### src/rtl/size_deconvert_if.sv
// Word-in / byte-out bus bundle for size_deconvert.
// Signal names match the PHY datapath netlist; slave is the DUT side, master drives words in.
interface size_deconvert_if #(
    parameter int SIZE = 32
);
    logic [SIZE-1:0] DATA_IN;
    logic            VALID_IN;
    logic            READY_OUT;
    logic [7:0]      DATA_OUT;
    logic            VALID_OUT;
    logic            IDLE_BUFFER;

    modport slave (
        input  DATA_IN, VALID_IN,
        output READY_OUT, DATA_OUT, VALID_OUT, IDLE_BUFFER
    );

    modport master (
        output DATA_IN, VALID_IN,
        input  READY_OUT, DATA_OUT, VALID_OUT, IDLE_BUFFER
    );
endinterface

### src/rtl/size_deconvert.sv
// Serialises SIZE-bit words into bytes (one per PCLK), with a one-word skid and idle insertion.
// Define SIZE_DECONVERT_MSB_FIRST_EN to emit the most-significant byte first.
module size_deconvert #(
    parameter int         SIZE        = 32,
    parameter logic [7:0] IDLE_SYMBOL = 8'h7C
) (
    input  logic            PCLK,
    input  logic            RESET,
    size_deconvert_if.slave bus
);
    localparam int N     = SIZE / 8;
    localparam int CNT_W = (N > 1) ? $clog2(N) : 1;
    localparam int LANES = 2 ** CNT_W;

    generate
        if (SIZE != 8 && SIZE != 16 && SIZE != 32) begin : gSizeCheck
            $error("size_deconvert: SIZE must be 8, 16 or 32");
        end
    endgenerate

    typedef enum logic {IDLE, SEND} stateType;

    stateType         stateReg, stateNext;
    logic [SIZE-1:0]  wordReg, wordNext;
    logic [SIZE-1:0]  pendReg, pendNext;
    logic             pendVReg, pendVNext;
    logic [CNT_W-1:0] cntReg, cntNext;
    logic [7:0]       dataOutReg, dataOutNext;
    logic             validOutReg, validOutNext;
    logic             idleReg;
    logic             readyOut;
    logic             accept;
    logic             lastByte;
    logic [7:0]       byteLane [LANES];

    // Lanes beyond N only exist so the counter can index a power-of-two table.
    genvar gi;
    generate
        for (gi = 0; gi < LANES; gi++) begin : gLane
            if (gi < N) begin : gUsed
`ifdef SIZE_DECONVERT_MSB_FIRST_EN
                assign byteLane[gi] = wordReg[SIZE-1-8*gi -: 8];
`else
                assign byteLane[gi] = wordReg[8*gi +: 8];
`endif
            end else begin : gUnused
                assign byteLane[gi] = 8'h00;
            end
        end
    endgenerate

    assign readyOut        = RESET & ~pendVReg;
    assign accept          = bus.VALID_IN & readyOut;
    assign lastByte        = (cntReg == CNT_W'(N - 1));
    assign bus.READY_OUT   = readyOut;
    assign bus.DATA_OUT    = dataOutReg;
    assign bus.VALID_OUT   = validOutReg;
    assign bus.IDLE_BUFFER = idleReg;

    always_ff @(posedge PCLK or negedge RESET) begin
        if (!RESET) begin
            stateReg    <= IDLE;
            wordReg     <= '0;
            pendReg     <= '0;
            pendVReg    <= 1'b0;
            cntReg      <= '0;
            dataOutReg  <= IDLE_SYMBOL;
            validOutReg <= 1'b0;
            idleReg     <= 1'b1;
        end else begin
            stateReg    <= stateNext;
            wordReg     <= wordNext;
            pendReg     <= pendNext;
            pendVReg    <= pendVNext;
            cntReg      <= cntNext;
            dataOutReg  <= dataOutNext;
            validOutReg <= validOutNext;
            idleReg     <= ~validOutNext;
        end
    end

    always_comb begin
        stateNext    = stateReg;
        wordNext     = wordReg;
        pendNext     = pendReg;
        pendVNext    = pendVReg;
        cntNext      = cntReg;
        dataOutNext  = IDLE_SYMBOL;
        validOutNext = 1'b0;
        case (stateReg)
            IDLE: begin
                if (accept) begin
                    wordNext  = bus.DATA_IN;
                    cntNext   = '0;
                    stateNext = SEND;
                end
            end
            SEND: begin
                dataOutNext  = byteLane[cntReg];
                validOutNext = 1'b1;
                if (lastByte) begin
                    // Pending word wins; READY_OUT is low while it is held, so no accept can race it.
                    if (pendVReg) begin
                        wordNext  = pendReg;
                        pendVNext = 1'b0;
                        cntNext   = '0;
                    end else if (accept) begin
                        wordNext = bus.DATA_IN;
                        cntNext  = '0;
                    end else begin
                        stateNext = IDLE;
                    end
                end else begin
                    cntNext = cntReg + 1'b1;
                    if (accept) begin
                        pendNext  = bus.DATA_IN;
                        pendVNext = 1'b1;
                    end
                end
            end
            default: stateNext = IDLE;
        endcase
    end
endmodule
### src/flat_wrapper.sv
// flat-port wrapper written by rule: the top's interface ports become plain ports
module size_deconvert_flat 
#(
    parameter int         SIZE        = 32,
    parameter logic [7:0] IDLE_SYMBOL = 8'h7C
)
  (PCLK, RESET, bus_DATA_IN, bus_VALID_IN, bus_READY_OUT, bus_DATA_OUT, bus_VALID_OUT, bus_IDLE_BUFFER);
  size_deconvert_if #(.SIZE(SIZE)) bus_i ();
  input  logic PCLK;
  input  logic RESET;
  input wire logic [$bits(bus_i.DATA_IN)-1:0] bus_DATA_IN;
  input wire logic [$bits(bus_i.VALID_IN)-1:0] bus_VALID_IN;
  output wire logic [$bits(bus_i.READY_OUT)-1:0] bus_READY_OUT;
  output wire logic [$bits(bus_i.DATA_OUT)-1:0] bus_DATA_OUT;
  output wire logic [$bits(bus_i.VALID_OUT)-1:0] bus_VALID_OUT;
  output wire logic [$bits(bus_i.IDLE_BUFFER)-1:0] bus_IDLE_BUFFER;
  assign bus_i.DATA_IN = bus_DATA_IN;
  assign bus_i.VALID_IN = bus_VALID_IN;
  assign bus_READY_OUT = bus_i.READY_OUT;
  assign bus_DATA_OUT = bus_i.DATA_OUT;
  assign bus_VALID_OUT = bus_i.VALID_OUT;
  assign bus_IDLE_BUFFER = bus_i.IDLE_BUFFER;
  size_deconvert #(.SIZE(SIZE), .IDLE_SYMBOL(IDLE_SYMBOL)) u_core (.PCLK(PCLK), .RESET(RESET), .bus(bus_i));
endmodule
### config.mk
export PLATFORM = sky130hd
export DESIGN_NAME = size_deconvert_flat
export DESIGN_NICKNAME = d
export VERILOG_FILES = /design/src/rtl/size_deconvert_if.sv /design/src/rtl/size_deconvert.sv /design/src/flat_wrapper.sv
export SDC_FILE = /design/constraint.sdc
export NUM_CORES = 1
export LEC_CHECK = 0
export CELL_PAD_IN_SITES_DETAIL_PLACEMENT = 0
export CELL_PAD_IN_SITES_GLOBAL_PLACEMENT = 1
export CORE_MARGIN = 2
export CORE_UTILIZATION = 45
export CTS_CLUSTER_DIAMETER = 60
export DETAILED_ROUTE_END_ITERATION = 10
export DONT_BUFFER_PORTS = 1
export GPL_TIMING_DRIVEN = 0
export PLACE_DENSITY = 0.74
export RECOVER_POWER = 100
export REMOVE_ABC_BUFFERS = 1
export SLEW_MARGIN = 0
export SYNTH_ARGS = -nofsm -noshare
export SYNTH_HDL_FRONTEND = slang
export SYNTH_SLANG_ARGS = --single-unit
### constraint.sdc
create_clock -name PCLK -period 1.6 [get_ports PCLK]
set_clock_uncertainty 0.1 [all_clocks]
set_input_delay 0.08 -clock PCLK [delete_from_list [all_inputs] [get_ports PCLK]]
set_output_delay 0.08 -clock PCLK [all_outputs]
set_load 0.05 [all_outputs]
# ---- Word-level counts from Yosys, hierarchy flattened
# Index checks and enable logic that the tools add are counted.
dict set report op_classes {
  muxes 19
  div 0
  shifts 0
  bitwise_logic 7
  magnitude_cmp 1
  n_mul 0
  n_eq_ne 2
  n_addsub 1
  n_reduce_logical 3
}
# cell n
set ops {}
lappend ops {{$mux 32} 3}
lappend ops {{$pmux 32 s2} 1}
lappend ops {{$mux 8} 3}
lappend ops {{$bmux 8 s2} 1}
lappend ops {{$mux 1} 6}
lappend ops {{$mux 2} 3}
lappend ops {{$not 1->1} 4}
lappend ops {{$pmux 2 s2} 1}
lappend ops {{$ge 3x3->1 const B} 1}
lappend ops {{$not 2->3} 1}
lappend ops {{$reduce_and 3->1} 1}
lappend ops {{$add 2x1->2 const B} 1}
lappend ops {{$and 1x1->1} 2}
lappend ops {{$eq 2x2->1 const B} 1}
lappend ops {{$ne 2x2->1 const B} 1}
lappend ops {{$pmux 1 s2} 1}
lappend ops {{$reduce_and 2->1} 1}
lappend ops {{$reduce_bool 2->1} 1}
dict set report totals {
  latch_bits 0
  reg_bits 78
  mem_bits_ro 0
  ramBits 0
  memories 0
  word_cells 41
  out_inout_bits 11
}

# ---- Depth between registers and ports, before layout
# Gate-level depths: netlist of run 1.
dict set report logic_depth {
  ltp_word 7
  depth_mapped 6
  mapped_depth_nobuf 4
}

# ---- Worst setup path after synthesis of run 1
# No wires, ideal clock.
dict set report synth_timing {
  kind {register to register}
  start {register u_core.cntReg[0]}
  end {register u_core.pendReg[0]}
  slack_ns -0.104
  setup_time_ns 0.125
  stages_incl_launch_ff 7
  t_arrival_ns 1.479
  n_path_buf 2
  path_cell_list {dfrtp_1 > ha_1 > nand2b_1 > buf_2 > nor2_4 > buf_6 > mux2_4}
}
dict set report synth_between {
  elab_chain_cells 3
}
# item line_no
set synth_lines {}
lappend synth_lines {{start: declaration} size_deconvert.sv:27} ;# logic [CNT_W-1:0] cntReg, cntNext;
lappend synth_lines {{start signal: assignment} size_deconvert.sv:75} ;# cntReg <= cntNext;
lappend synth_lines {{$eq 2x2->1} size_deconvert.sv:54} ;# assign lastByte = (cntReg == CNT_W'(N - 1));
lappend synth_lines {{$not 1->1 (no line)} n/a}
lappend synth_lines {{$reduce_and 3->1 (no line)} n/a}
lappend synth_lines {{end signal: assignment} size_deconvert.sv:73} ;# pendReg <= pendNext;
lappend synth_lines {{end: declaration} size_deconvert.sv:25} ;# logic [SIZE-1:0] pendReg, pendNext;
# Every way passes these cells.
# A chain may end at the register's enable or synchronous reset.

# ---- Worst setup path after layout of run 1
dict set report layout_timing {
  start {register u_core.cntReg[0]}
  end {register u_core.wordReg[30]}
}
dict set report layout_between {
  elab_chain_cells 2
}
# item line_no
set layout_lines {}
lappend layout_lines {{$eq 2x2->1} size_deconvert.sv:54}
lappend layout_lines {{$ne 2x2->1 (no line)} n/a}
lappend layout_lines {{end signal: assignment} size_deconvert.sv:72} ;# wordReg <= wordNext;
lappend layout_lines {{end: declaration} size_deconvert.sv:24} ;# logic [SIZE-1:0] wordReg, wordNext;
# Every way passes these cells.

==> results of run 1 <==
-- final cells by class --
cell class	count	area [um2]
well taps	99	123.9
multi-input cells	130	1411
fillers	623	2997
clock inverters	4	47.55
repair buffers	57	594.3
flip-flops and latches	78	1969
clock buffers	11	141.4
inverters	2	7.507
-- registers in the layout, indices dropped and copies added (netlist names) --
| register | count |
|---|---|
| u_core.pendReg | 32 |
| u_core.stateReg | 1 |
| u_core.wordReg | 32 |
| u_core.bus.IDLE_BUFFER | 1 |
| u_core.bus.VALID_OUT | 1 |
| u_core.bus.DATA_OUT | 8 |
| u_core.pendVReg | 1 |
| u_core.cntReg | 2 |
-- worst max-delay path, delay by kind of cell (launching register included) --
family                   cells  cell delay, ns
AND/OR/NAND/NOR              1            0.24
adder cells (fa/ha/maj)      1            0.18
flip-flops                   1            0.49
AO/OA/AOI/OAI                2            0.37
buffers and inverters        1            0.20
-- routing by layer --
metal  track usage, %  vias up
li1                 -      979
met1            26.75     1107
met2            31.48       51
met3            5.975        4
met4            3.409        0
met5                0        -
-- stage by stage --
| step | power [uW] | setup slack [ns] | TNS, ns | hold slack (ns) |
|---|---|---|---|---|
| 2_1_floorplan | 6862 | -1.439 | -62.11 | -0.3156 |
| 3_3_place_gp | 7520 | -2.378 | -115.72 | -0.3141 |
| 3_5_place_dp | 7706 | -1.887 | -87.75 | -0.3141 |
| 4_1_cts | 9911 | -0.1106 | -3.206 | -0.6977 |
| 5_1_grt | 10550 | -0.1484 | -6.191 | -0.7076 |
| 6_report | 9997 | -0.1016 | -3.090 | -0.6738 |
-- kinds of logic (layout without fill, tap and decap cells) --
family / count (synthesis) / in the layout
muxes: 41 / 41
adders and majority gates: 1 / 1
AOI/OAI and AO/OA: 69 / 69
DFF: 78 / 78
buffers and inverters: 21 / 74
and+or+nand+nor: 16 / 19
-- synth_stat cells --
master / count
mux2_2: 2
nand2_1: 2
a2bb2oi_1: 29
o21ai_0: 1
buf_2: 5
dfrtp_1: 72
a2bb2oi_2: 2
ha_1: 1
nand3_1: 1
nor2b_1: 2
a21oi_1: 2
clkbuf_1: 8
a31oi_1: 1
o2bb2a_1: 1
mux2_4: 30
a211oi_4: 1
inv_1: 2
o22ai_1: 32
buf_6: 6
and2_1: 3
nor2_4: 1
nand3b_4: 1
mux2i_1: 1
dfstp_2: 6
mux4_2: 8
nand2b_1: 6
-- worst paths after layout --
| kind | from | endpoint | slack (ns) | depth (start not counted) |
|---|---|---|---|---|
| setup / recovery | u_core.cntReg[0]$_DFF_PN0_ | u_core.wordReg[30]$_DFFE_PN0P_ | -0.10 | 5 |
| setup reg to reg | u_core.cntReg[0]$_DFF_PN0_ | u_core.wordReg[30]$_DFFE_PN0P_ | -0.10 | 5 |
| min in group PCLK | RESET | u_core.pendVReg$_DFFE_PN0P_ | -0.08 | 2 |
| max in group asynchronous | RESET | u_core.bus.DATA_OUT[5]$_DFF_PN1_ | 1.86 | 0 |
| hold / removal | RESET | u_core.pendReg[4]$_DFFE_PN0P_ | -0.67 | 0 |
| hold reg to reg | u_core.wordReg[30]$_DFFE_PN0P_ | u_core.wordReg[30]$_DFFE_PN0P_ | 0.40 | 1 |
-- power by group through the flow --
stage                     logic, uW  registers (uW)  clock network, uW
after floorplan                2870            3990                  0
after global placement         3300            4220                  0
after detailed placement       3480            4230                  0
after CTS                      4350            4080               1480
after global routing           4810            4170               1560
final                          4490            4070               1440
-- timing repair --
item | CTS | global route
pin swaps | 3 | 1
gates cloned | 4 | 0
hold endpoints to repair | 143 | 79
gates resized for setup | 16 | 4
endpoints found under the setup margin | 76 | 62
setup buffers | 17 | 5
==> results.sh, run 1 <==
export IMPL_status="finished, violations left"
export IMPL_failed_checks="hold timing, setup timing"
export IMPL_p_seq_share_pct=40.7
export IMPL_maxUsedRoutingLayer="met4"
export IMPL_grt_start_max_net_pins=84
export IMPL_clkPwrFrac_pct=14.4
export IMPL_synth_top_area_share_pct=52.79
export IMPL_hold_buffers=33
export IMPL_fin_util_pct=58.91
export IMPL_final_design_area_no_fill_um2=4295
export IMPL_synth_area_per_cell_um2=15.10
export IMPL_place_area_um2=3445
export IMPL_area_delta_synth_final_pct=25.84
export IMPL_grt_usage_pct=19.58
export IMPL_setup_viol=50
export IMPL_swShare_pct=35.42
export IMPL_place_hpwl_mm=3.562
export IMPL_max_freq_ghz=0.5877
export IMPL_syn_area_um2=3413
export IMPL_hp_class="input port to asynchronous set/reset pin"
export IMPL_drc=0
export IMPL_htree_levels=3
export IMPL_post_drt_wl_per_cell_um=19.95
export IMPL_worstPathCellList="ha_4 -> nor2b_1 -> a211oi_4 -> clkbuf_16 -> o2bb2a_1"
export IMPL_grt_pass1_wl_mm=12.64
export IMPL_wl_met2_mm=3.667
export IMPL_synth_top_family_by_area="multiplexers"
export IMPL_synth_cell_types=26
export IMPL_netlist_instances=226
export IMPL_slew_headroom_pct=61.70
export IMPL_cp_arrival_ns=1.83
export IMPL_placement_rows=31
export IMPL_synth_area_leaders="dfrtp_1 53%, mux2_4 13%, a2bb2oi_1 7.4%"
export IMPL_num_io_pins=46
export IMPL_required_ns=1.73
export IMPL_drv_slew=0
export IMPL_synth_area_mux_share_pct=19.43
export IMPL_synth_compound_area_share_pct=15.69
export IMPL_cp_start_kind="register"
export IMPL_port_buffers=0
export IMPL_finalCritPeriodShare_pct=106.3
export IMPL_cts_buffers=9
export IMPL_die_area_um2=8297
export IMPL_coreArea_um2=7292
export IMPL_p_switching_uw=3541
export IMPL_internal_power_uw=6456
export IMPL_tightest_slew_ns=0.5719
export IMPL_diodes=0
export IMPL_root_buffer="clkbuf_8"
export IMPL_clock_latency_ns=0.34
export IMPL_max_stage_delay_ns=0.49
export IMPL_powerDensity_nw_per_um2=2327
export IMPL_viasPerCell=5.619
export IMPL_final_cell_mix="68 x dfrtp_1, 33 x dlygate4sd3_1, 32 x o22ai_1"
export IMPL_power_frac_comb_pct=44.9
export IMPL_place_congestion=0.7008
export IMPL_drt_iter0_drc=55
export IMPL_dp_cells=307
export IMPL_yosys_warnings=0
export IMPL_antenna_found_initial=0
export IMPL_drive_above_1_share_pct=33.69
export IMPL_critPathMaxFanout=16
export IMPL_dieHeight_um=91.09
export IMPL_synthAdderAreaFrac_pct=0.3666
export IMPL_final_cell_count_no_fill=381
export IMPL_setup_ws_ns=-0.1016
export IMPL_end_kind="register"
export IMPL_worst_ir_drop_vdd_uv=958.1
export IMPL_wl_met3_um=304
export IMPL_critical_path_class="register to register"
export IMPL_synth_seq_cells=78
export IMPL_synth_xor_area_share_pct=0
export IMPL_final_common_cell="dfrtp_1"
export IMPL_clk_pin_slew_worst_paths_ns=0.08
export IMPL_slowest_stage="dfrtp_4"
export IMPL_grt_pass1_vias=2380
export IMPL_cts_tree="built"
export IMPL_wirelength_mm=7.602
export IMPL_initial_utilization_pct=46.81
export IMPL_finalHoldViolCount=79
export IMPL_drv_cap=0
export IMPL_overflow=0
export IMPL_synth_simple_area_share_pct=3.299
export IMPL_leakage_uw=0.001793
export IMPL_nNetsFinal=314
export IMPL_ys_seq_area_share_pct=57.40
export IMPL_firstDrtPassIters=4
export IMPL_rsz0062_at_grt="true"
export IMPL_die_x_um=91.09
export IMPL_wl_met1_mm=3.597
export IMPL_cts_sinks=78
export IMPL_fin_hold_ws_ns=-0.6738
export IMPL_clk_path_buf_depth=2
export IMPL_timing_final_crit_period_ns=1.702
export IMPL_synth_top_cell_by_area="dfrtp_1"
export IMPL_antenna_left=0
export IMPL_vias=2141
No activity file was read; power rests on OpenSTA's default activity.
==> run 2: changes to the inputs <==
--- a/config.mk
+++ b/config.mk
@@ -5,15 +5,16 @@
 export SDC_FILE = /design/constraint.sdc
 export NUM_CORES = 1
 export LEC_CHECK = 0
-export CELL_PAD_IN_SITES_DETAIL_PLACEMENT = 0
-export CELL_PAD_IN_SITES_GLOBAL_PLACEMENT = 1
+export ABC_CLOCK_PERIOD_IN_PS = 1600
+export CELL_PAD_IN_SITES_DETAIL_PLACEMENT = 2
+export CELL_PAD_IN_SITES_GLOBAL_PLACEMENT = 2
 export CORE_MARGIN = 2
-export CORE_UTILIZATION = 45
+export CORE_UTILIZATION = 40
 export CTS_CLUSTER_DIAMETER = 60
 export DETAILED_ROUTE_END_ITERATION = 10
 export DONT_BUFFER_PORTS = 1
 export GPL_TIMING_DRIVEN = 0
-export PLACE_DENSITY = 0.74
+export PLACE_DENSITY = 0.76
 export RECOVER_POWER = 100
 export REMOVE_ABC_BUFFERS = 1
 export SLEW_MARGIN = 0
==> results.sh, run 2 (synthesis results as in run 1) <==
export IMPL_failed_checks="hold timing, setup timing"
export IMPL_rsz0062_at_grt="true"
export IMPL_hp_class="input port to asynchronous set/reset pin"
export IMPL_drv_slew=0
export IMPL_critPathMaxFanout=8
export IMPL_antenna_found_initial=0
export IMPL_fin_util_pct=54.23
export IMPL_cp_start_kind="register"
export IMPL_post_drt_wl_per_cell_um=23.31
export IMPL_grt_start_max_net_pins=84
export IMPL_clock_latency_ns=0.35
export IMPL_finalHoldViolCount=79
export IMPL_drt_iter0_drc=63
export IMPL_drv_cap=0
export IMPL_die_x_um=96.38
export IMPL_dp_slack_ns=-1.973
export IMPL_rr_startpoint="u_core.cntReg[0]$_DFF_PN0_"
export IMPL_grt_usage_pct=21.09
export IMPL_wirelength_mm=9.022
export IMPL_cts_buffers=9
export IMPL_timing_final_crit_period_ns=1.741
export IMPL_grt_pass1_vias=2548
export IMPL_num_io_pins=46
export IMPL_ff2ff_setup_slack_ns=-0.14
export IMPL_setup_ws_ns=-0.1407
export IMPL_cp_arrival_ns=1.88
export IMPL_finalCritPeriodShare_pct=108.8
export IMPL_diodes=0
export IMPL_die_area_um2=9288
export IMPL_max_freq_ghz=0.5745
export IMPL_final_common_cell="dfrtp_1"
export IMPL_drive_above_1_share_pct=40.07
export IMPL_vias=2224
export IMPL_power_uw=10860
export IMPL_cts_tree="built"
export IMPL_port_buffers=0
export IMPL_coreArea_um2=8258
export IMPL_reg2reg_depth=5
export IMPL_root_buffer="clkbuf_8"
export IMPL_dieHeight_um=96.38
export IMPL_place_congestion=0.6327
export IMPL_final_cell_mix="68 x dfrtp_1, 34 x dlygate4sd3_1, 32 x mux2_4"
export IMPL_antenna_left=0
export IMPL_overflow=0
export IMPL_clk_pin_slew_worst_paths_ns=0.08
export IMPL_fin_hold_ws_ns=-0.6846
export IMPL_tightest_slew_ns=0.5432
export IMPL_setup_tns_final_ns=-4.209
export IMPL_r2r_end="u_core.pendReg[24]$_DFFE_PN0P_"
export IMPL_cts_sinks=78
export IMPL_place_hpwl_mm=4.247
export IMPL_powerDensity_nw_per_um2=2426
export IMPL_nNetsFinal=313
export IMPL_placement_rows=33
export IMPL_setup_viol=44
export IMPL_critical_path_class="register to register"
export IMPL_worst_ir_drop_vdd_uv=1007
export IMPL_grt_pass1_wl_mm=14.20
export IMPL_drc=0
export IMPL_area_delta_synth_final_pct=31.19
export IMPL_clk_path_buf_depth=2
export IMPL_slew_headroom_pct=63.63
export IMPL_leakage_uw=0.001840
export IMPL_status="finished, violations left"
export IMPL_htree_levels=3
export IMPL_initial_utilization_pct=41.33
export IMPL_end_kind="register"
export IMPL_firstDrtPassIters=4
export IMPL_required_ns=1.74
export IMPL_viasPerCell=5.747
export IMPL_fillers=770
==> run 2: area by class of cell <==
cell class	instances	area, um2	area share [%]
Timing Repair Buffer	56	595.6	13.30
Multi-Input combinational cell	130	1548	34.56
Clock inverter	3	67.56	1.509
Tap cell	105	131.4	2.934
Inverter	2	7.507	0.1676
Clock buffer	13	158.9	3.548
Sequential cell	78	1969	43.98
==> run 2: how the worst max path moves through the flow <==
stage                               start                        endpoint  slack, ns  depth (start not counted)
2_1_floorplan  u_core.cntReg[0]$_DFF_PN0_  u_core.pendReg[31]$_DFFE_PN0P_      -1.44                          4
3_3_place_gp   u_core.cntReg[0]$_DFF_PN0_  u_core.pendReg[31]$_DFFE_PN0P_      -2.45                          4
3_5_place_dp   u_core.cntReg[0]$_DFF_PN0_  u_core.pendReg[31]$_DFFE_PN0P_      -1.97                          4
4_1_cts        u_core.cntReg[0]$_DFF_PN0_  u_core.wordReg[30]$_DFFE_PN0P_      -0.14                          6
5_1_grt        u_core.cntReg[0]$_DFF_PN0_  u_core.pendReg[15]$_DFFE_PN0P_      -0.18                          5
6_report       u_core.cntReg[0]$_DFF_PN0_  u_core.pendReg[24]$_DFFE_PN0P_      -0.14                          5
==> run 2: what timing repair did <==
action	CTS	global route
pin swaps	3	2
gates resized for setup	25	27
endpoints found under the setup margin	76	69
cloned	3	0
hold endpoints to repair	143	80
hold buffers	33	1
setup buffers	18	5
==> run 2: per-stage QoR <==
step                      instance area, um2  cells
final                                   4478    387
after global routing                    4478    387
after floorplan                         3291    207
after global placement                  3422    312
after CTS                               4289    383
after detailed placement                3452    313
==> run 2: layer usage <==
metal / global-route usage (%) / part of all wire [%] / up-vias
li1: - / - / 971
met1: 28.73 / 47 / 1208
met2: 33.97 / 50 / 35
met3: 3.957 / 2.3 / 10
met4: 7.394 / 1.3 / 0
met5: 0 / 0 / -
==> run 2: power breakdown <==
group	internal (uW)	total, uW	switching, uW	leakage (uW)
Sequential	3070	4180	1110	0.000878
Clock	967	1700	734	0.000110
Combinational	2840	4990	2150	0.000853
Total	6870	10900	3990	0.00184
==> run 2: critical path, cell delays in order, from the launching register on <==
cell and delay, ns:
dfrtp_4 0.51, ha_4 0.19, nand2b_4 0.18, nor2_4 0.18, buf_12 0.17, mux2_4 0.30
==> run 3: changes to the inputs <==
--- a/config.mk
+++ b/config.mk
@@ -5,18 +5,19 @@
 export SDC_FILE = /design/constraint.sdc
 export NUM_CORES = 1
 export LEC_CHECK = 0
-export ABC_CLOCK_PERIOD_IN_PS = 1600
+export ABC_CLOCK_PERIOD_IN_PS = 2200
 export CELL_PAD_IN_SITES_DETAIL_PLACEMENT = 2
 export CELL_PAD_IN_SITES_GLOBAL_PLACEMENT = 2
 export CORE_MARGIN = 2
-export CORE_UTILIZATION = 40
+export CORE_UTILIZATION = 48
 export CTS_CLUSTER_DIAMETER = 60
 export DETAILED_ROUTE_END_ITERATION = 10
 export DONT_BUFFER_PORTS = 1
 export GPL_TIMING_DRIVEN = 0
-export PLACE_DENSITY = 0.76
+export PLACE_DENSITY = 0.85
 export RECOVER_POWER = 100
 export REMOVE_ABC_BUFFERS = 1
+export SETUP_SLACK_MARGIN = 0.15
 export SLEW_MARGIN = 0
 export SYNTH_ARGS = -nofsm -noshare
 export SYNTH_HDL_FRONTEND = slang
==> constraint.sdc (replaced) <==
create_clock -name PCLK -period 2.2 [get_ports PCLK]
set_clock_uncertainty 0.1 [all_clocks]
set_input_delay 0.11 -clock PCLK [delete_from_list [all_inputs] [get_ports PCLK]]
set_output_delay 0.11 -clock PCLK [all_outputs]
set_load 0.005 [all_outputs]
==> results.sh, run 3 (synthesis results as in run 1) <==
export IMPL_status="finished, violations left"
export IMPL_failed_checks="hold timing"
export IMPL_reg2reg_depth=5
export IMPL_die_x_um=88.33
export IMPL_fin_hold_ws_ns=-0.01291
export IMPL_place_congestion=0.7105
export IMPL_cts_sinks=78
export IMPL_wirelength_mm=10.78
export IMPL_required_ns=2.36
export IMPL_die_area_um2=7801
export IMPL_htree_levels=3
export IMPL_critPathMaxFanout=16
export IMPL_clk_path_buf_depth=2
export IMPL_grt_usage_pct=29.00
export IMPL_setup_viol=0
export IMPL_antenna_found_initial=0
export IMPL_r2r_end="u_core.wordReg[30]$_DFFE_PN0P_"
export IMPL_drt_iter0_drc=91
export IMPL_port_buffers=0
export IMPL_max_freq_ghz=0.4859
export IMPL_leakage_uw=0.001675
export IMPL_finalCritPeriodShare_pct=93.55
export IMPL_p_seq_share_pct=40.2
export IMPL_internal_power_uw=4389
export IMPL_ff2ff_setup_slack_ns=0.14
export IMPL_startpoint="u_core.cntReg[1]$_DFF_PN0_"
export IMPL_rr_startpoint="u_core.cntReg[1]$_DFF_PN0_"
export IMPL_drv_cap=0
export IMPL_overflow=0
export IMPL_cts_buffers=9
export IMPL_area_delta_synth_final_pct=19.43
export IMPL_swShare_pct=37.84
export IMPL_placement_rows=30
export IMPL_grt_start_max_net_pins=80
export IMPL_cts_tree="built"
export IMPL_p_switching_uw=2671
export IMPL_viasPerCell=6.140
export IMPL_tightest_slew_ns=1.081
export IMPL_root_buffer="clkbuf_8"
export IMPL_antenna_left=0
export IMPL_diodes=0
export IMPL_coreArea_um2=6832
export IMPL_powerDensity_nw_per_um2=1732
export IMPL_clock_latency_ns=0.37
export IMPL_end_kind="register"
export IMPL_initial_utilization_pct=49.96
export IMPL_worst_ir_drop_vdd_uv=697.2
export IMPL_final_cell_mix="69 x dfrtp_1, 35 x dlygate4sd3_1, 32 x o22ai_1"
export IMPL_power_uw=7060
export IMPL_final_cell_count_no_fill=372
export IMPL_grt_pass1_vias=2613
export IMPL_firstDrtPassIters=4
export IMPL_critical_path_class="register to register"
export IMPL_place_hpwl_mm=4.174
export IMPL_fin_util_pct=59.67
export IMPL_drive_above_1_share_pct=22.83
export IMPL_finalHoldViolCount=1
export IMPL_dp_slack_ns=-1.289
export IMPL_setup_ws_ns=0.1419
export IMPL_clk_pin_slew_worst_paths_ns=0.09
export IMPL_slew_headroom_pct=27.95
export IMPL_num_io_pins=46
export IMPL_hp_class="input port to register"
export IMPL_final_common_cell="dfrtp_1"
export IMPL_hold_start="bus_DATA_IN[31]"
export IMPL_rsz0062_at_grt="false"
export IMPL_dieHeight_um=88.33
export IMPL_clkPwrFrac_pct=19.1
export IMPL_final_design_area_no_fill_um2=4076
export IMPL_grt_pass1_wl_mm=15.88
export IMPL_vias=2284
export IMPL_place_area_um2=3413
export IMPL_post_drt_wl_per_cell_um=28.97
export IMPL_power_frac_comb_pct=40.8
export IMPL_timing_final_crit_period_ns=2.058
export IMPL_drv_slew=0
export IMPL_nNetsFinal=307
export IMPL_critPathCapture="u_core.wordReg[30]$_DFFE_PN0P_"
export IMPL_cp_arrival_ns=2.22
export IMPL_dp_cells=303
export IMPL_cp_start_kind="register"
export IMPL_drc=0
## run 3: cell count changes in the layout (fill, tap and decap cells not counted), sizes merged
cell	before	now
dlygate4sd3	34	35
buf	21	5
clkinv	0	3
clkbuf	14	18
a211oi	1	2
bufinv	2	3
## run 3: layer usage
layer	track usage, %	up-vias	routed length, um
met5	0	-	0
met4	8.678	0	143
met3	5.224	11	391
met2	50.72	77	5887
met1	36.96	1229	4354
li1	-	967	-
## run 3: worst min path at each step
| stage | endpoint | slack, ns | cells after the start |
|---|---|---|---|
| after floorplan | u_core.bus.DATA_OUT[0]$_DFF_PN0_ | -0.29 | 0 |
| after global placement | u_core.pendReg[3]$_DFFE_PN0P_ | -0.28 | 0 |
| after detailed placement | u_core.pendReg[14]$_DFFE_PN0P_ | -0.28 | 0 |
| after CTS | u_core.wordReg[31]$_DFFE_PN0P_ | 0.009 | 2 |
| after global routing | u_core.wordReg[31]$_DFFE_PN0P_ | 0.01 | 2 |
| final | u_core.wordReg[31]$_DFFE_PN0P_ | -0.01 | 2 |
## run 3: what timing repair did
action / CTS / global route
buffers inserted: 10 / 3
endpoints found under the setup margin: 67 / 27
pin swaps: 4 / 0
cloned: 4 / 0
hold endpoints to repair: 141 / 1
hold buffers: 35 / 1
resized for setup: 10 / 0
## run 3: cell type report
cell class | count | area [um2]
Sequential cell | 78 | 1966
Multi-Input combinational cell | 131 | 1299
Fill cell | 627 | 2755
Timing Repair Buffer | 49 | 447.9
Clock buffer | 9 | 123.9
Tap cell | 96 | 120.1
Clock inverter | 7 | 112.6
Inverter | 2 | 7.507
## run 3: metrics by stage
stage	setup TNS, ns	hold slack (ns)
floorplan	-25.01	-0.2856
global placement	-71.29	-0.2828
detailed placement	-56.94	-0.2840
CTS	0	0.009415
global route	0	0.01370
finish	0	-0.01291
## run 3: power groups by stage
stage | Clock, uW | Combinational (uW) | Sequential, uW
after floorplan | 0 | 2070 | 2590
after global placement | 0 | 2420 | 2740
after detailed placement | 0 | 2530 | 2800
after CTS | 1300 | 2960 | 2830
after global routing | 1410 | 3100 | 2910
final | 1350 | 2880 | 2840
## run 3: critical path, stage by stage, from the launching register on
cell	delay, ns
dfrtp_2	0.53
ha_1	0.29
nor2b_1	0.47
a211oi_4	0.07
buf_12	0.19
o2bb2a_1	0.29
